### src/rtl/dm_arb_pkg.sv
// dm_arb_pkg: shared FSM encodings, master IDs and wait-counter width helper for dm_arbiter.
package dm_arb_pkg;
  typedef enum logic [1:0] {ST_IDLE = 2'd0, ST_LOCK0 = 2'd1, ST_LOCK1 = 2'd2} state_e;
  localparam logic MST0 = 1'b0;
  localparam logic MST1 = 1'b1;
  function automatic int wait_w(input int limit);
    return (limit < 1) ? 1 : $clog2(limit + 1);
  endfunction
endpackage

### src/rtl/dm_arb_starve_cnt.sv
// dm_arb_starve_cnt: saturating count of consecutive denied m1 cycles; sat_o flags the override point.
module dm_arb_starve_cnt #(
  parameter int STARVE_LIMIT = 4
) (
  input  logic clk,
  input  logic rst,
  input  logic inc_i,
  input  logic clr_i,
  output logic sat_o
);
  import dm_arb_pkg::*;
  localparam int W = wait_w(STARVE_LIMIT);
  logic [W-1:0] cnt_q, cnt_d;
  assign sat_o = cnt_q == W'(STARVE_LIMIT);
  always_comb cnt_d = clr_i ? '0 : (inc_i && !sat_o) ? cnt_q + 1'b1 : cnt_q;
  always_ff @(posedge clk) cnt_q <= rst ? '0 : cnt_d;
endmodule

### src/rtl/dm_arbiter.sv
// dm_arbiter: two-master data-memory arbiter, m0 priority, m1 starvation override, bounded lock tenure.
// Define ARB_TRACE_EN to print every granted write in the memory trace format.
module dm_arbiter #(
  parameter int STARVE_LIMIT = 4,
  parameter int MAX_LOCK     = 3
) (
  input  logic        clk,
  input  logic        reset,
  input  logic        m0_req,
  input  logic        m0_we,
  input  logic        m0_lock,
  input  logic [31:0] m0_addr,
  input  logic [31:0] m0_wdata,
  input  logic [31:0] m0_pc,
  input  logic        m1_req,
  input  logic        m1_we,
  input  logic        m1_lock,
  input  logic [31:0] m1_addr,
  input  logic [31:0] m1_wdata,
  input  logic [31:0] m1_pc,
  output logic        m0_gnt,
  output logic        m0_rvalid,
  output logic [31:0] m0_rdata,
  output logic        m1_gnt,
  output logic        m1_rvalid,
  output logic [31:0] m1_rdata,
  output logic [31:0] dm_addr,
  output logic [31:0] dm_wdata,
  output logic [31:0] dm_pc,
  output logic        dm_we,
  input  logic [31:0] dm_rdata
);
  import dm_arb_pkg::*;
  localparam int LW = $clog2(MAX_LOCK + 1);
  state_e        state_q;
  logic [LW-1:0] lock_cnt_q;
  logic          m0_rvalid_q, m1_rvalid_q;
  logic [31:0]   m0_rdata_q, m1_rdata_q;
  logic          sat, any, sel, lock, last;
  dm_arb_starve_cnt #(.STARVE_LIMIT(STARVE_LIMIT)) u_starve (
    .clk   (clk),
    .rst   (reset),
    .inc_i (m1_req && !m1_gnt),
    .clr_i (!m1_req || m1_gnt),
    .sat_o (sat)
  );
  // The starvation override is only honoured in ST_IDLE; a lock owner is never preempted.
  always_comb begin
    m0_gnt   = !reset && m0_req && (state_q == ST_LOCK0 || (state_q == ST_IDLE && !(m1_req && sat)));
    m1_gnt   = !reset && m1_req && (state_q == ST_LOCK1 || (state_q == ST_IDLE && (sat || !m0_req)));
    any      = m0_gnt || m1_gnt;
    sel      = m1_gnt ? MST1 : MST0;
    lock     = (sel == MST1) ? m1_lock : m0_lock;
    last     = lock_cnt_q == LW'(MAX_LOCK - 1);
    dm_addr  = !any ? '0 : (sel == MST1) ? m1_addr : m0_addr;
    dm_wdata = !any ? '0 : (sel == MST1) ? m1_wdata : m0_wdata;
    dm_pc    = !any ? '0 : (sel == MST1) ? m1_pc : m0_pc;
    dm_we    = any && ((sel == MST1) ? m1_we : m0_we);
  end
  always_ff @(posedge clk) begin
    if (reset) begin
      state_q     <= ST_IDLE;
      lock_cnt_q  <= '0;
      m0_rvalid_q <= 1'b0;
      m1_rvalid_q <= 1'b0;
      m0_rdata_q  <= '0;
      m1_rdata_q  <= '0;
    end else begin
      m0_rvalid_q <= m0_gnt && !m0_we;
      m1_rvalid_q <= m1_gnt && !m1_we;
      if (m0_gnt && !m0_we) m0_rdata_q <= dm_rdata;
      if (m1_gnt && !m1_we) m1_rdata_q <= dm_rdata;
      if (state_q == ST_IDLE) begin
        if (any && lock && MAX_LOCK > 1) begin
          state_q    <= (sel == MST1) ? ST_LOCK1 : ST_LOCK0;
          lock_cnt_q <= LW'(1);
        end
      end else if (!any || !lock || last) begin
        state_q    <= ST_IDLE;
        lock_cnt_q <= '0;
      end else begin
        lock_cnt_q <= lock_cnt_q + 1'b1;
      end
    end
  end
  assign m0_rvalid = m0_rvalid_q;
  assign m1_rvalid = m1_rvalid_q;
  assign m0_rdata  = m0_rdata_q;
  assign m1_rdata  = m1_rdata_q;
`ifdef ARB_TRACE_EN
  always_ff @(posedge clk)
    if (dm_we) $display("%s%d@%h: *%h <= %h", m1_gnt ? "M1 " : "M0 ", $time, dm_pc, dm_addr, dm_wdata);
`else
`endif
endmodule

### config.mk
export PLATFORM = sky130hd
export DESIGN_NAME = dm_arbiter
export DESIGN_NICKNAME = d
export VERILOG_FILES = /design/src/rtl/dm_arb_pkg.sv /design/src/rtl/dm_arb_starve_cnt.sv /design/src/rtl/dm_arbiter.sv
export SDC_FILE = /design/constraint.sdc
export NUM_CORES = 1
export LEC_CHECK = 0
export BUFFER_PORTS_ARGS = -buffer_cell sky130_fd_sc_hd__buf_2
export CAP_MARGIN = 5
export CORE_AREA = 2 2 154 156
export DETAILED_ROUTE_END_ITERATION = 12
export DIE_AREA = 0 0 156 158
export PLACE_DENSITY_LB_ADDON = 0.3
export SLEW_MARGIN = 10
export SYNTH_ARGS = -nofsm -noshare
export SYNTH_HDL_FRONTEND = slang
export SYNTH_HIERARCHICAL = 1
export SYNTH_SLANG_ARGS = --single-unit
### constraint.sdc
create_clock -name clk -period 7.85 [get_ports clk]
set_input_delay 0.3925 -clock clk [delete_from_list [all_inputs] [get_ports clk]]
set_output_delay 0.3925 -clock clk [all_outputs]
set_load 0.01 [all_outputs]
# ---- Word level (Yosys, flattened, before mapping)
# Index checks and enable logic that the tools add are counted.
dict set report classes {
  reduce_logical 34
  n_eq_ne 5
  n_mux 16
  add_sub_neg 2
}
# op n
set op_table {}
lappend op_table {{$mux W32} 6}
lappend op_table {{$mux W2} 7}
lappend op_table {{$logic_and A1 B1 Y1} 13}
lappend op_table {{$logic_not A1 Y1} 10}
lappend op_table {{$logic_or A1 B1 Y1} 7}
lappend op_table {{$eq A2 B2 Y1 const B} 2}
lappend op_table {{$add A3 B1 Y3 const B} 1}
lappend op_table {{$eq A3 B3 Y1 const B} 1}
lappend op_table {{$mux W1} 3}
lappend op_table {{$add A2 B1 Y2 const B} 1}
lappend op_table {{$eq A2 B1 Y1 const B} 1}
lappend op_table {{$logic_not A2 Y1} 1}
lappend op_table {{$ne A2 B1 Y1 const B} 1}
lappend op_table {{$reduce_and A2 Y1} 1}
lappend op_table {{$reduce_bool A2 Y1} 1}
lappend op_table {{$reduce_or A2 Y1} 1}
dict set report word_totals {
  out_inout_bits 165
  inputBits 232
  elab_cells 64
  ff_bits 73
}

# ---- Depth between registers and ports, before layout
dict set report depth {
  ltp_word 12
  mapped_depth 12
  mapped_depth_nobuf 9
}

# ---- By module
# The synthesis kept the hierarchy.
# module cells_each area_each_um2 instances
set modules_own_cells {}
lappend modules_own_cells {dm_arbiter 640 4033.9 1}
lappend modules_own_cells {dm_arb_starve_cnt 18 187.7 1}

# ---- Worst setup path before layout
# OpenSTA, ideal clock, no wires.
dict set report synth_path {
  path_type {register to register}
  from {register u_starve.cnt_q[0]}
  to {register u_starve.cnt_q[0]}
  setup_time_ns 0.123
  t_arrival_ns 2.376
  synth_period_minus_slack_ns 2.499
  path_buffers 3
  stages_incl_launch_ff 13
  setup_slack_ns 5.351
  required_time_ns 7.727
  cell_sequence {dfxtp_1 inv_1 ha_1 and2_1 nor3b_2 or3_1 buf_2 buf_4 buf_2 nand2_1 inv_1 a21boi_2 mux2_1}
}
dict set report synth_via {
  elab_chain_cells 8
}
# element line
set synth_lines {}
lappend synth_lines {{start: declaration} dm_arb_starve_cnt.sv:13} ;# logic [W-1:0] cnt_q, cnt_d;
lappend synth_lines {{start signal: assignment} dm_arb_starve_cnt.sv:16} ;# always_ff @(posedge clk) cnt_q <= rst ? '0 : cnt_d;
lappend synth_lines {{$eq A3 B3 Y1 (*)} dm_arb_starve_cnt.sv:14} ;# assign sat_o = cnt_q == W'(STARVE_LIMIT);
lappend synth_lines {{net sat} dm_arbiter.sv:39} ;# logic sat, any, sel, lock, last;
lappend synth_lines {{$logic_or A1 B1 Y1} dm_arbiter.sv:50} ;# m1_gnt = !reset && m1_req && (state_q == ST_LOCK1 || (state_q == ST_IDLE && (sat || !m0_req)));
lappend synth_lines {{$logic_and A1 B1 Y1} dm_arbiter.sv:50}
lappend synth_lines {{$logic_or A1 B1 Y1} dm_arbiter.sv:50}
lappend synth_lines {{$logic_and A1 B1 Y1} dm_arbiter.sv:50}
lappend synth_lines {{$logic_not A1 Y1} dm_arbiter.sv:43} ;# .inc_i (m1_req && !m1_gnt),
lappend synth_lines {{$logic_and A1 B1 Y1} dm_arbiter.sv:43}
lappend synth_lines {{$logic_and A1 B1 Y1} dm_arb_starve_cnt.sv:15} ;# always_comb cnt_d = clr_i ? '0 : (inc_i && !sat_o) ? cnt_q + 1'b1 : cnt_q;
# The timed path passes the listed nets; every way through them passes the cells marked *.
# A chain may end at the register's enable or synchronous reset.

# ---- Worst setup path after layout
dict set report layout_path {
  from {register u_starve.cnt_q[0]}
  to {output dm_wdata[29]}
}
dict set report layout_via {
  elab_chain_cells 8
}
# element line
set layout_lines {}
lappend layout_lines {{$eq A3 B3 Y1 (*)} dm_arb_starve_cnt.sv:14}
lappend layout_lines {{net sat} dm_arbiter.sv:39}
lappend layout_lines {{$logic_or A1 B1 Y1 or $logic_and A1 B1 Y1 (tied branches)} {dm_arbiter.sv:50, dm_arbiter.sv:49}}
lappend layout_lines {{$logic_and A1 B1 Y1 or $logic_not A1 Y1 (tied branches)} {dm_arbiter.sv:50, dm_arbiter.sv:49}}
lappend layout_lines {{$logic_or A1 B1 Y1 or $logic_and A1 B1 Y1 (tied branches)} {dm_arbiter.sv:50, dm_arbiter.sv:49}}
lappend layout_lines {{$logic_and A1 B1 Y1 or $logic_or A1 B1 Y1 (tied branches)} {dm_arbiter.sv:50, dm_arbiter.sv:49}}
lappend layout_lines {{$mux W1 or $logic_and A1 B1 Y1 (tied branches)} {dm_arbiter.sv:52, dm_arbiter.sv:49}}
lappend layout_lines {{$mux W32 or $logic_or A1 B1 Y1 (tied branches)} {dm_arbiter.sv:56, dm_arbiter.sv:51}}
lappend layout_lines {{$mux W32 (*)} dm_arbiter.sv:56} ;# dm_wdata = !any ? '0 : (sel == MST1) ? m1_wdata : m0_wdata;
lappend layout_lines {{end: declaration} dm_arbiter.sv:28} ;# output logic [31:0] dm_wdata,
# Marked as above.

==> metrics.txt <==
Post-Syn Nets 893; critical-path cell list inv_1 > ha_1 > and2_1 > nor3b_2 > or3_4 > buf_4 > nand2_1 > a21oi_1 > buf_2; vias 5644; routed len/inst 15.6 microns; Final Hold Vio Count 0; setup TNS 0 ps; design area 6680 sq um; Die W 156 microns; crit-path max FO 85; Rows 56; Fill cells 2630; worst hold path class primary input to flip-flop; Starting Density 18.3%; routability cong. 0.837; drt drc 0; Detail Route Antenna Nets 0; Critical Path RT 7460 ps; period utilisation layout 50.9%; DP Wirelength 15600 microns; hold_buf cts 0; largest area contributor in the netlist dfxtp_1; root buf cell clkbuf_16; Post-Syn Area 4220 sq um; Port Buf Inserts 396; sequential element share of the synthesized area 34.6%; Resized cells post-CTS 0; Crit Path Class flip-flop to output port; total setup buffers inserted after CTS 0; Clock Sinks 73; drt initial violations 461; Total GRT Usage 15.3%; RSZ-0062 raised after global routing false; actual slew at the worst max-slew pin 916 ps; Pre-antenna DRT Iters 4; peak supply drop 94.2 uV; final core occ 29.0%; Synth Instances 658; max-slew violations 0; CP startpoint kind flip-flop; slew margin rel. 38.9%; Synth top area share 34.6%; CTS tree done; PwrDens 159 nW/um^2; die area 24600 sq um; Core Region 23100 sq um; crit end category output port; Area contributors post-synth dfxtp_1 (35%), nand2_1 (23%), a21oi_1 (16%); via/cell ratio 4.30; Distinct cells, synth 35; Final setup viols 0; CTS buffer count 9; worst skew pair latency 330 ps; asr flop ratio synth 0%; Worst Skew 8.74 ps; layout cells sized above 1 41.8%; NumNets Final 1248; number of H-tree levels 3; Area Overhead vs Synth 58.3%; clk buf depth 2; clock-pin slew on the worst setup and hold paths 60 ps; max-cap viol count 0; num ports 397; vias in the first global route 5139; dpl cell area 6350 sq um; Post-synth top flop dfxtp_1; Worst EP arrival 3600 ps; initial antenna violation count 8; Leak 3.43 nW; fmax 0.250 GHz; min Tclk post-route 3990 ps; DIE HEIGHT 158 microns; slowest stage delay, CP 740 ps; Ys Warns 6; largest net degree at the start of global routing 100; outcome finished clean; flops & latches, synth 73; Post-synth EDFFs 0; WHS 272 ps; Congestion Overflow GR 0; first-pass GRT wire length 29300 microns; post-synthesis area per instance 6.42 sq um; Critical-path top delay cell buf_4; Routed WL 20500 microns
[path summary, 6_finish.rpt]
check | startpoint | to | slack (ps) | cells past startpoint
setup / recovery | u_starve/cnt_q[0]$_SDFFE_PP0P_ | dm_wdata[29] | 3860 | 9
hold / removal | dm_rdata[29] | m0_rdata[29]$_SDFFE_PP0P_ | 270 | 3
setup reg to reg | u_starve/cnt_q[0]$_SDFFE_PP0P_ | lock_cnt_q[1]$_SDFFE_PP0P_ | 4610 | 8
hold reg to reg | m0_rdata[25]$_SDFFE_PP0P_ | m0_rdata[25]$_SDFFE_PP0P_ | 470 | 2
[final cells by class]
| class | count | area, sq um | area share, % |
|---|---|---|---|
| antenna | 6 | 15.0 | 0.225 |
| clock buffer | 13 | 280 | 4.19 |
| clock inverter | 2 | 35.0 | 0.524 |
| inverter | 7 | 31.3 | 0.468 |
| multi-input combinational | 521 | 2480 | 37.1 |
| sequential | 73 | 1460 | 21.9 |
| tap | 290 | 363 | 5.43 |
| timing repair buffer | 401 | 2020 | 30.2 |
[cells in the mapped netlist, types with 2 or more instances]
cell	number
nand2_1	259
a21oi_1	132
dfxtp_1	73
o21ai_0	61
nand2b_1	33
buf_2	25
clkbuf_1	25
inv_1	6
nor2_1	4
nor3b_1	4
o21ai_1	4
buf_6	3
ha_1	3
a211oi_1	2
buf_4	2
mux2_1	2
nor2b_1	2
[flip-flops by register name, indices dropped and copies added (netlist names)]
register,flops
m1_rvalid,1
m0_rdata,32
u_starve/cnt_q,3
lock_cnt_q,2
m0_rvalid,1
state_q,2
m1_rdata,32
[cell usage in the layout, fill, tap and decap left out]
cell | synthesis | final
a21o_4 | 0 | 1
mux2_1 | 2 | 2
nor3_1 | 1 | 1
clkinv_4 | 1 | 1
a211oi_1 | 2 | 2
and4b_1 | 1 | 1
dfxtp_1 | 73 | 73
nand2b_1 | 33 | 33
a2111oi_4 | 0 | 1
a21boi_2 | 1 | 1
diode_2 | 0 | 6
clkbuf_8 | 0 | 4
clkbuf_16 | 0 | 9
bufinv_16 | 0 | 1
mux2i_1 | 1 | 1
o21ai_1 | 4 | 4
nand3b_1 | 1 | 1
nor4_2 | 1 | 1
nand2_1 | 259 | 259
nand2b_4 | 1 | 1
buf_2 | 25 | 396
a2111oi_0 | 1 | 1
nor4_4 | 1 | 1
or3_4 | 0 | 1
buf_4 | 2 | 5
nor2_1 | 4 | 4
o21ai_0 | 61 | 61
ha_1 | 3 | 3
a21oi_1 | 132 | 132
nor2b_1 | 2 | 2
clkinv_2 | 0 | 1
and2_1 | 1 | 1
nor3b_1 | 4 | 4
nor3b_2 | 1 | 1
or4_1 | 1 | 1
inv_1 | 6 | 6
[kinds of logic after synthesis]
| logic type | share of synthesized area, % |
|---|---|
| DFF | 34.6 |
| buffers and inverters | 7.29 |
| AOI/OAI and AO/OA | 24.7 |
| adders and majority gates | 0.889 |
| and+or+nand+nor | 31.7 |
| muxes | 0.771 |
[where the power goes]
| part | internal (mW) | switching [mW] | leakage (nW) |
|---|---|---|---|
| Combinational | 0.102 | 0.134 | 2.68 |
| Sequential | 0.385 | 0.00704 | 0.594 |
| Clock | 0.279 | 0.158 | 0.158 |
[stage by stage]
step | worst slack (ps) | total power [mW] | std cells
final | 3860 | 1.06 | 1313
after global routing | 3630 | 1.12 | 1312
after CTS | 3820 | 1.08 | 1307
after detailed placement | 4190 | 0.637 | 1292
after global placement | 4240 | 0.637 | 1292
after floorplan | 5350 | 0.514 | 658
[per-layer routing]
metal  GRT usage, %  vias to the layer above  part of all wire (%)
li1               -                     2865                     -
met1           18.3                     2513                    42
met2           26.2                      235                    48
met3           4.46                       27                   8.3
met4           5.29                        4                   2.2
met5              0                        -                  0.11
[worst max-delay path: cells and delay by family, from the launching register on]
kind,cells,cell delay [ps]
adders and majority gates,1,220
buffers and inverters,3,1000
AOI/OAI and AO/OA,1,330
DFF,1,360
and+or+nand+nor,4,1280
No activity file was read; power rests on OpenSTA's default activity.
